===== config.mk =====
export PLATFORM = sky130hd
export DESIGN_NAME = lcd_hd44780_ctrl
export DESIGN_NICKNAME = d
export VERILOG_FILES = /design/src/rtl/lcd_pkg.sv /design/src/rtl/lcd_nibble_strobe.sv /design/src/rtl/lcd_hd44780_ctrl.sv
export SDC_FILE = /design/constraint.sdc
export NUM_CORES = 1
export LEC_CHECK = 0
export CORE_ASPECT_RATIO = 1.4
export CORE_MARGIN = 2
export CORE_UTILIZATION = 60
export DETAILED_ROUTE_END_ITERATION = 6
export GPL_ROUTABILITY_DRIVEN = 1
export PLACE_DENSITY = 0.77
export SETUP_SLACK_MARGIN = 0.1
export SKIP_CTS_REPAIR_TIMING = 1
export SYNTH_ARGS = -nofsm -noshare
export SYNTH_HDL_FRONTEND = slang
export SYNTH_SLANG_ARGS = --single-unit
export TNS_END_PERCENT = 10

===== constraint.sdc =====
create_clock -name Clock -period 3.92 [get_ports Clock]
set_input_delay 1.176 -clock Clock [delete_from_list [all_inputs] [get_ports Clock]]
set_output_delay 1.176 -clock Clock [all_outputs]
set_load 0.005 [all_outputs]

===== src/rtl/lcd_pkg.sv =====
// lcd_pkg: state encodings, init nibbles and
// configuration ROM for the HD44780 controller.
package lcd_pkg;

    typedef enum logic [2:0] {
        PWR_WAIT,
        INIT_NIB,
        INIT_WAIT,
        HI_NIB,
        GAP,
        LO_NIB,
        POST_WAIT,
        IDLE
    } ctrlState_e;

    typedef enum logic [1:0] {
        STB_IDLE,
        STB_SETUP,
        STB_PULSE,
        STB_HOLD
    } strobeState_e;

    localparam logic [3:0] INIT_NIB_WAKE = 4'h3;
    localparam logic [3:0] INIT_NIB_4BIT = 4'h2;
    localparam logic [7:0] OP_CLEAR = 8'h01;
    localparam logic [7:0] OP_HOME = 8'h02;
    localparam int CFG_LEN = 4;

    function automatic logic [7:0] cfgByte(input logic [1:0] idx);
        case (idx)
            2'd0: return 8'h28;
            2'd1: return 8'h06;
            2'd2: return 8'h0C;
            default: return 8'h01;
        endcase
    endfunction

    function automatic logic [3:0] initNibble(input logic [1:0] step);
        return (step == 2'd3) ? INIT_NIB_4BIT : INIT_NIB_WAKE;
    endfunction

    // Clear and home need the long post-byte wait.
    function automatic logic isLongCmd(input logic rs,
                                       input logic [7:0] data);
        return !rs && (data[7:1] == OP_CLEAR[7:1] ||
                       data[7:1] == OP_HOME[7:1]);
    endfunction

endpackage


===== src/rtl/lcd_nibble_strobe.sv =====
// lcd_nibble_strobe: drives one nibble onto the
// pins with setup, E pulse and hold timing.
module lcd_nibble_strobe
    import lcd_pkg::*;
#(
    parameter int SETUP_CYCLES   = 2,
    parameter int E_PULSE_CYCLES = 12,
    parameter int HOLD_CYCLES    = 2
) (
    input  logic       Clock,
    input  logic       Reset,
    input  logic       iStart,
    input  logic [3:0] iNibble,
    input  logic       iRS,
    output logic       oE,
    output logic [3:0] oData,
    output logic       oRS,
    output logic       oDone
);

    localparam logic [15:0] SETUP_LAST = 16'(SETUP_CYCLES - 1);
    localparam logic [15:0] PULSE_LAST = 16'(E_PULSE_CYCLES - 1);
    localparam logic [15:0] HOLD_LAST  = 16'(HOLD_CYCLES - 1);

    strobeState_e phase, phaseNext;
    logic [15:0]  count, countNext;
    logic         eNext, rsNext;
    logic [3:0]   dataNext;

    // Phase, counter and pin registers.
    always_ff @(posedge Clock) begin
        if (!Reset) begin
            phase <= STB_IDLE;
            count <= '0;
            oE    <= 1'b0;
            oData <= '0;
            oRS   <= 1'b0;
        end else begin
            phase <= phaseNext;
            count <= countNext;
            oE    <= eNext;
            oData <= dataNext;
            oRS   <= rsNext;
        end
    end

    // Step through setup, pulse and hold phases.
    always_comb begin
        phaseNext = phase;
        countNext = count + 16'd1;
        eNext     = oE;
        dataNext  = oData;
        rsNext    = oRS;
        oDone     = 1'b0;
        unique case (phase)
            STB_IDLE: begin
                countNext = '0;
                if (iStart) begin
                    phaseNext = STB_SETUP;
                    dataNext  = iNibble;
                    rsNext    = iRS;
                    eNext     = 1'b0;
                end
            end
            STB_SETUP: if (count == SETUP_LAST) begin
                phaseNext = STB_PULSE;
                countNext = '0;
                eNext     = 1'b1;
            end
            STB_PULSE: if (count == PULSE_LAST) begin
                phaseNext = STB_HOLD;
                countNext = '0;
                eNext     = 1'b0;
            end
            STB_HOLD: if (count == HOLD_LAST) begin
                phaseNext = STB_IDLE;
                countNext = '0;
                oDone     = 1'b1;
            end
            default: begin
                phaseNext = STB_IDLE;
                eNext     = 1'b0;
            end
        endcase
    end

endmodule


===== src/rtl/lcd_hd44780_ctrl.sv =====
// lcd_hd44780_ctrl: 4-bit HD44780 controller with
// autonomous init, config bytes and a byte port.
module lcd_hd44780_ctrl
    import lcd_pkg::*;
#(
    parameter int POWERON_CYCLES = 750000,
    parameter int INIT_WAIT1     = 205000,
    parameter int INIT_WAIT2     = 5000,
    parameter int INIT_WAIT3     = 2000,
    parameter int SETUP_CYCLES   = 2,
    parameter int E_PULSE_CYCLES = 12,
    parameter int HOLD_CYCLES    = 2,
    parameter int NIBBLE_GAP     = 50,
    parameter int CMD_WAIT       = 2000,
    parameter int CLEAR_WAIT     = 82000,
    parameter int CNT_W          = 32
) (
    input  logic       Clock,
    input  logic       Reset,
    input  logic       iCmdValid,
    input  logic       iCmdRS,
    input  logic [7:0] iCmdData,
    output logic       oCmdReady,
    output logic       oInitDone,
    output logic       oLCD_Enabled,
    output logic       oLCD_RegisterSelect,
    output logic       oLCD_ReadWrite,
    output logic       oLCD_StrataFlashControl,
    output logic [3:0] oLCD_Data
);

    localparam logic [CNT_W-1:0] PWR_LAST = CNT_W'(POWERON_CYCLES - 1);
    localparam logic [CNT_W-1:0] W1_LAST  = CNT_W'(INIT_WAIT1 - 1);
    localparam logic [CNT_W-1:0] W2_LAST  = CNT_W'(INIT_WAIT2 - 1);
    localparam logic [CNT_W-1:0] W3_LAST  = CNT_W'(INIT_WAIT3 - 1);
    localparam logic [CNT_W-1:0] GAP_LAST = CNT_W'(NIBBLE_GAP - 1);
    localparam logic [CNT_W-1:0] CMD_LAST = CNT_W'(CMD_WAIT - 1);
    localparam logic [CNT_W-1:0] CLR_LAST = CNT_W'(CLEAR_WAIT - 1);

    ctrlState_e       state, stateNext;
    logic [CNT_W-1:0] timer, waitLast;
    logic [1:0]       step, stepNext, cfgIdx, cfgNext;
    logic [7:0]       curByte, byteNext;
    logic             curRs, rsNext, doneNext;
    logic             stbStart, stbLo, stbInit, stbRs, stbDone;
    logic [3:0]       stbNib;

    assign oLCD_ReadWrite          = 1'b0;
    assign oLCD_StrataFlashControl = 1'b1;

    // State, wait timer, current byte and status flags.
    always_ff @(posedge Clock) begin
        if (!Reset) begin
            state     <= PWR_WAIT;
            timer     <= '0;
            step      <= '0;
            cfgIdx    <= '0;
            curByte   <= '0;
            curRs     <= 1'b0;
            oInitDone <= 1'b0;
            oCmdReady <= 1'b0;
        end else begin
            state     <= stateNext;
            if (stateNext != state)
                timer <= '0;
            else if (timer != '1)
                timer <= timer + CNT_W'(1);
            step      <= stepNext;
            cfgIdx    <= cfgNext;
            curByte   <= byteNext;
            curRs     <= rsNext;
            oInitDone <= doneNext;
            oCmdReady <= (stateNext == IDLE);
        end
    end

    // Sequencing and selection of the next nibble.
    always_comb begin
        stateNext = state;
        stepNext  = step;
        cfgNext   = cfgIdx;
        byteNext  = curByte;
        rsNext    = curRs;
        doneNext  = oInitDone;
        stbStart  = 1'b0;
        stbLo     = 1'b0;
        stbInit   = 1'b0;
        waitLast  = '0;
        unique case (state)
            PWR_WAIT: if (timer == PWR_LAST) begin
                stateNext = INIT_NIB;
                stepNext  = '0;
                stbStart  = 1'b1;
                stbInit   = 1'b1;
            end
            INIT_NIB: if (stbDone) stateNext = INIT_WAIT;
            INIT_WAIT: begin
                unique case (step)
                    2'd0:    waitLast = W1_LAST;
                    2'd1:    waitLast = W2_LAST;
                    default: waitLast = W3_LAST;
                endcase
                if (timer == waitLast) begin
                    stbStart = 1'b1;
                    if (step != 2'd3) begin
                        stateNext = INIT_NIB;
                        stepNext  = step + 2'd1;
                        stbInit   = 1'b1;
                    end else begin
                        stateNext = HI_NIB;
                        cfgNext   = '0;
                        byteNext  = cfgByte(2'd0);
                        rsNext    = 1'b0;
                    end
                end
            end
            HI_NIB: if (stbDone) stateNext = GAP;
            GAP: if (timer == GAP_LAST) begin
                stateNext = LO_NIB;
                stbStart  = 1'b1;
                stbLo     = 1'b1;
            end
            LO_NIB: if (stbDone) stateNext = POST_WAIT;
            POST_WAIT: begin
                waitLast = isLongCmd(curRs, curByte) ? CLR_LAST : CMD_LAST;
                if (timer == waitLast) begin
                    if (oInitDone || cfgIdx == 2'(CFG_LEN - 1)) begin
                        stateNext = IDLE;
                        doneNext  = 1'b1;
                    end else begin
                        stateNext = HI_NIB;
                        cfgNext   = cfgIdx + 2'd1;
                        byteNext  = cfgByte(cfgIdx + 2'd1);
                        rsNext    = 1'b0;
                        stbStart  = 1'b1;
                    end
                end
            end
            IDLE: if (iCmdValid && oCmdReady) begin
                stateNext = HI_NIB;
                byteNext  = iCmdData;
                rsNext    = iCmdRS;
                stbStart  = 1'b1;
            end
            default: stateNext = PWR_WAIT;
        endcase
        stbNib = stbLo ? curByte[3:0] : byteNext[7:4];
        if (stbInit)
            stbNib = initNibble(stepNext);
        stbRs = stbInit ? 1'b0 : rsNext;
    end

    lcd_nibble_strobe #(
        .SETUP_CYCLES  (SETUP_CYCLES),
        .E_PULSE_CYCLES(E_PULSE_CYCLES),
        .HOLD_CYCLES   (HOLD_CYCLES)
    ) uStrobe (
        .Clock  (Clock),
        .Reset  (Reset),
        .iStart (stbStart),
        .iNibble(stbNib),
        .iRS    (stbRs),
        .oE     (oLCD_Enabled),
        .oData  (oLCD_Data),
        .oRS    (oLCD_RegisterSelect),
        .oDone  (stbDone)
    );

endmodule


# Word-level counts from Yosys, hierarchy flattened

Index checks and enable logic that the tools add are counted.

Add/sub/neg operators: 4
Multiply operators: 0
Divide/modulo/power cells: 0
$lt $le $gt $ge: 0
Eq/ne operators: 35
Shift-type cells: 0
Mux-type cells: 65
Bitwise gates (word level): 1
Reduce and logical (&&, ||, !) cells: 21

Operators with widths:

| cell                  | number |
|---|---|
| $pmux 16 s3           | 1 |
| $mux 8                | 5 |
| $pmux 18 s2           | 1 |
| $add 32x1->32 const B | 1 |
| $eq 32x17->1          | 1 |
| $eq 32x20->1 const B  | 1 |
| $eq 32x32->1          | 1 |
| $eq 32x6->1 const B   | 1 |
| $mux 16               | 2 |
| $mux 32               | 1 |
| $ne 32x32->1 const B  | 1 |
| $mux 3                | 9 |
| $mux 2                | 12 |
| $pmux 3 s8            | 1 |
| $pmux 8 s3            | 1 |
| $mux 1                | 21 |
| $pmux 6 s3            | 1 |
| $mux 17               | 1 |
| $add 16x1->16 const B | 1 |
| $eq 16x1->1 const B   | 1 |
| $eq 16x4->1 const B   | 1 |
| $eq 3x3->1 const B    | 5 |
| $ne 2x2->1 const B    | 7 |
| $eq 2x2->1 const B    | 5 |
| 28 further kinds      | 44 |

Register bits after elaboration: 74
Latch bits: 0
Bits in writable memories: 0
ROM bits: 0
Bits of input ports: 12
Output and inout bits: 10
Word-level logic and storage cells: 140
Memories: 0

# Logic depth before layout (Yosys ltp)

Depth in word-level cells: 9
Mapped depth: 10
Mapped depth without buffers: 9

# Hierarchy

From an unflattened synthesis, not the netlist that was laid out.

Cell total of the unflattened synthesis: 511
Area, all modules: 4130.2 um^2

Modules (own cells, without submodules):

| module            | instances | cells an instance | area an instance (um^2) | seq. area each (um^2) |
|---|---|---|---|---|
| lcd_hd44780_ctrl  | 1         | 376               | 2932.8                  | 1001.0 |
| lcd_nibble_strobe | 1         | 135               | 1197.4                  | 480.5 |

# Worst setup path after synthesis

No wires, ideal clock.

Kind: reg2reg
From: register timer[0]
To: register uStrobe.oData[1]
Library setup time: 0.119 ns
Arrival: 2.701 ns
Data required time: 3.801 ns
Path slack: 1.101 ns
Cell stages (with the launch flop): 10
Path buffers: 1
Clock period less this slack: 2.819 ns
Path through: dfxtp_1 ha_1 nand2_2 or4b_4 or4_4 buf_6 or3_4 a31oi_4 nand3_1 o221a_1

Cells in the longest elaborated chain, start to end: 5
Elaborated cells between the ends (all ways): 18
Classes of those cells: eq/ne: 4; mux: 13; reduce/logical: 1

RTL lines:

| item                                 | RTL line                | text |
|---|---|---|
| start: declaration                   | lcd_hd44780_ctrl.sv:41  | `logic [CNT_W-1:0] timer, waitLast;` |
| start signal: assignment             | lcd_hd44780_ctrl.sv:67  | `timer <= timer + CNT_W'(1);` |
| $eq 32x17->1 (tied with other cells) | lcd_hd44780_ctrl.sv:126 | `if (timer == waitLast) begin` |
| $mux 8 (tied with other cells)       | lcd_hd44780_ctrl.sv:126 |  |
| $pmux 8 s3 or $mux 1 (tied branches) | lcd_hd44780_ctrl.sv:89  | `unique case (state)` |
| $mux 4                               | lcd_hd44780_ctrl.sv:147 | `stbNib = stbLo ? curByte[3:0] : byteNext[7:4];` |
| $mux 4                               | lcd_hd44780_ctrl.sv:148 | `if (stbInit)` |
| end signal: assignment               | lcd_nibble_strobe.sv:42 | `oData <= dataNext;` |
| end: declaration                     | lcd_nibble_strobe.sv:16 | `output logic [3:0] oData,` |

Parallel ways exist; a longest one is shown, timed or not. The select of a mux whose other input is x is not followed.
A chain may end at the register's enable or synchronous reset.

# Final worst setup path

From: register timer[0]
To: register uStrobe.oData[0]

Cells in the longest elaborated chain, start to end: 6
Elaborated cells between the ends (all ways): 23
Classes of those cells: eq/ne: 5; mux: 17; reduce/logical: 1

RTL lines:

| item                                         | RTL line                                        | text |
|---|---|---|
| $eq 32x32->1 or $eq 32x20->1 (tied branches) | lcd_hd44780_ctrl.sv:103, lcd_hd44780_ctrl.sv:90 |  |
| $mux 2, on equally long branches             | lcd_hd44780_ctrl.sv:103, lcd_hd44780_ctrl.sv:90 |  |
| $pmux 2 s2                                   | lcd_hd44780_ctrl.sv:89                          |  |
| $eq 2x2->1                                   | lcd_pkg.sv:39                                   | `return (step == 2'd3) ? INIT_NIB_4BIT : INIT_NIB_WAKE;` |
| $mux 1                                       | lcd_pkg.sv:39                                   |  |
| $mux 4                                       | lcd_hd44780_ctrl.sv:148                         |  |

Parallel ways exist; a longest one is shown, timed or not. The select of a mux whose other input is x is not followed.

==> impl_metrics.env <==
export IMPL_final_min_clock_period_ns=3.17
export IMPL_tightestPinTransition_ns=0.919
export IMPL_slowest_stage="or4_1"
export IMPL_routed_wl_um=9620
export IMPL_hold_class="flip-flop to flip-flop"
export IMPL_final_min_period_over_clock_period_pct=80.8
export IMPL_ys_ff_latch=74
export IMPL_insertedDiodeCount=0
export IMPL_die_w_um=75.3
export IMPL_grt_pass1_wl_um=16200
export IMPL_via_per_inst=6.00
export IMPL_synthTopCellsByCount="dfxtp_1 (74), nor2_1 (60), nand2_1 (47), nand3_1 (29), nor3_1 (25)"
export IMPL_finalWeightedCongestion=0.893
export IMPL_grt_ovfl_total=0
export IMPL_dp_hpwl_um=7060
export IMPL_rsz0062_at_grt="no"
export IMPL_cp_end_kind="flip-flop"
export IMPL_coreArea_um2=6940
export IMPL_yosysUniqueCellTypes=75
export IMPL_synth_area_um2=4270
export IMPL_finalSetupViolations=0
export IMPL_synth_flop_cell="dfxtp_1"
export IMPL_dr_total_vias=3713
export IMPL_synth_top_cell_area_share_pct=34.7
export IMPL_synth_edf_count=0
export IMPL_firstDrtPassIters=5
export IMPL_cp_arrival_ns=3.41
export IMPL_ir_drop_mv=0.244
export IMPL_dieHeight_um=104
export IMPL_dp_slack_ns=0.751
export IMPL_synth_cells=514
export IMPL_power_density_nw_per_um2=302
export IMPL_cp_start_kind="flip-flop"
export IMPL_floorplan_initialDensity_pct=61.6
export IMPL_worstPathRequired_ns=4.16
export IMPL_synth_nets=539
export IMPL_gr_usage_all_layers_pct=26.2
export IMPL_antenna_found_initial=0
export IMPL_outcome="completed"
export IMPL_io_buffer_count=19
export IMPL_slew_headroom_pct=38.2
export IMPL_grt_max_degree=33
export IMPL_synth_most_common_cell="dfxtp_1"
export IMPL_row_count=36
export IMPL_maxCapViolations=0
export IMPL_drt_iter0_drc=165
export IMPL_root_buffer="clkbuf_8"
export IMPL_clkSinkCount=74
export IMPL_fillers=617
export IMPL_synth_area_leaders="dfxtp_1 (35%), nor2_1 (5.3%), xnor2_1 (4.7%), xor2_1 (4.3%), nand2_1 (4.1%)"
export IMPL_p_leak_uw=0.00158
export IMPL_drc=0
export IMPL_final_max_slew_viol_count=0
export IMPL_cp_cell_sequence="ha_1, nand3_1, or4_1, a2111oi_0, o211ai_1, a22oi_1, and3_1, o22ai_1"
export IMPL_clock_skew_ns=0.00837
export IMPL_final_net_count=544
export IMPL_finalSetupTns_ns=0
export IMPL_clockBufferDepth=2
export IMPL_ys_seq_area_share_pct=34.7
export IMPL_grt_pass1_vias=3561
export IMPL_final_hold_viol_count=0
export IMPL_worstPathMaxFanout=10
export IMPL_clk_latency_ns=0.36
export IMPL_setup_ws_ns=0.754
export IMPL_syn_to_final_growth_pct=9.31
export IMPL_cts_tree="built"
export IMPL_critPathMaxStageDelay_ns=0.59
export IMPL_synth_top_area_cell="dfxtp_1"
export IMPL_max_freq_ghz=0.316
export IMPL_cts_max_level=3
export IMPL_wl_per_cell_um=15.5
export IMPL_dieArea_um2=7820
export IMPL_path_class="flip-flop to flip-flop"
export IMPL_synth_warning_count=0
export IMPL_async_reset_ff_share_pct=0
export IMPL_drive_gt1_share_pct=8.40
export IMPL_syn_avg_cell_area_um2=8.32
export IMPL_clk_pin_slew_ns=0.08
export IMPL_ant_nets=0
export IMPL_cts_buffers=9
export IMPL_io_pins=22
[cells in the final DEF (no fill, tap or decap), types with 13 or more instances in the layout]
cell type	n
ha_1	13
nand2_1	47
xor2_1	21
clkdlybuf4s50_1	19
dfxtp_1	74
inv_1	19
nor4_1	14
nor2_1	60
xnor2_1	23
nand3_1	29
nor3_1	25
nand4_1	15
[sequential cells by signal, indices dropped and copies added (netlist names), 2 cells and up]
register	cells
timer	32
uStrobe.phase	2
uStrobe.oData	4
curByte	8
state	3
uStrobe.count	16
step	2
cfgIdx	2
[per-stage QoR]
step | instances | utilization, % | power (uW) | area, um^2 | hold slack (ns)
after floorplan | 514 | - | 801 | 4270 | 0.437
after global placement | 603 | 64.4 | 815 | 4470 | 0.448
after detailed placement | 603 | 64.4 | 816 | 4470 | 0.472
after CTS | 619 | 67.4 | 1430 | 4670 | 0.481
after global routing | 619 | 67.4 | 1460 | 4670 | 0.492
final | 619 | 67.4 | 1410 | 4670 | 0.475
[area by class of cell]
class                   instances  area [um^2]  area share [%]
well taps                      95          119            2.54
clock inverters                 4         50.0            1.07
inverters                      19         71.3            1.53
clock buffers                  12          155            3.32
flip-flops and latches         74         1480            31.7
repair buffers                 22          213            4.55
multi-input cells             393         2580            55.3
[report_power, final]
part	internal [uW]	switching, uW	leakage, uW
registers	754	4.22	0.000596
clock network	328	286	0.0000986
logic	21.0	19.8	0.000883
total	1100	310	0.00158
[worst paths after layout]
kind	startpoint	to	slack, ns	depth (start not counted)
setup / recovery	timer[0]	uStrobe.oData[0]	0.75	8
hold / removal	uStrobe.oE	uStrobe.oE	0.48	2
setup reg to reg	timer[0]	uStrobe.oData[0]	0.75	8
hold reg to reg	uStrobe.oE	uStrobe.oE	0.48	2
[metal layers]
metal | vias up | wire (um) | global-route usage (%)
met3 | 19 | 364 | 5.91
li1 | 1838 | - | -
met4 | 0 | 254 | 11.3
met5 | - | 0 | 0
met1 | 1782 | 4120 | 31.4
met2 | 74 | 4880 | 43.7
[logic make-up after synthesis]
kind of cell,Yosys count,synth area share (%)
AOI/OAI and AO/OA,64,12.5
muxes,4,1.08
other,2,0.176
xor gates and xnor gates,44,9.02
buffers and inverters,47,5.12
adders and majority gates,13,3.81
DFF,74,34.7
and+or+nand+nor,266,33.7
[critical path, delay by kind of cell (launching register included)]
family,cells,cell delay (ns)
simple gates,3,0.97
flops,1,0.42
fa+ha+maj,1,0.24
compound gates,4,1.40
Note: power is estimated with default switching activity, not from simulation.
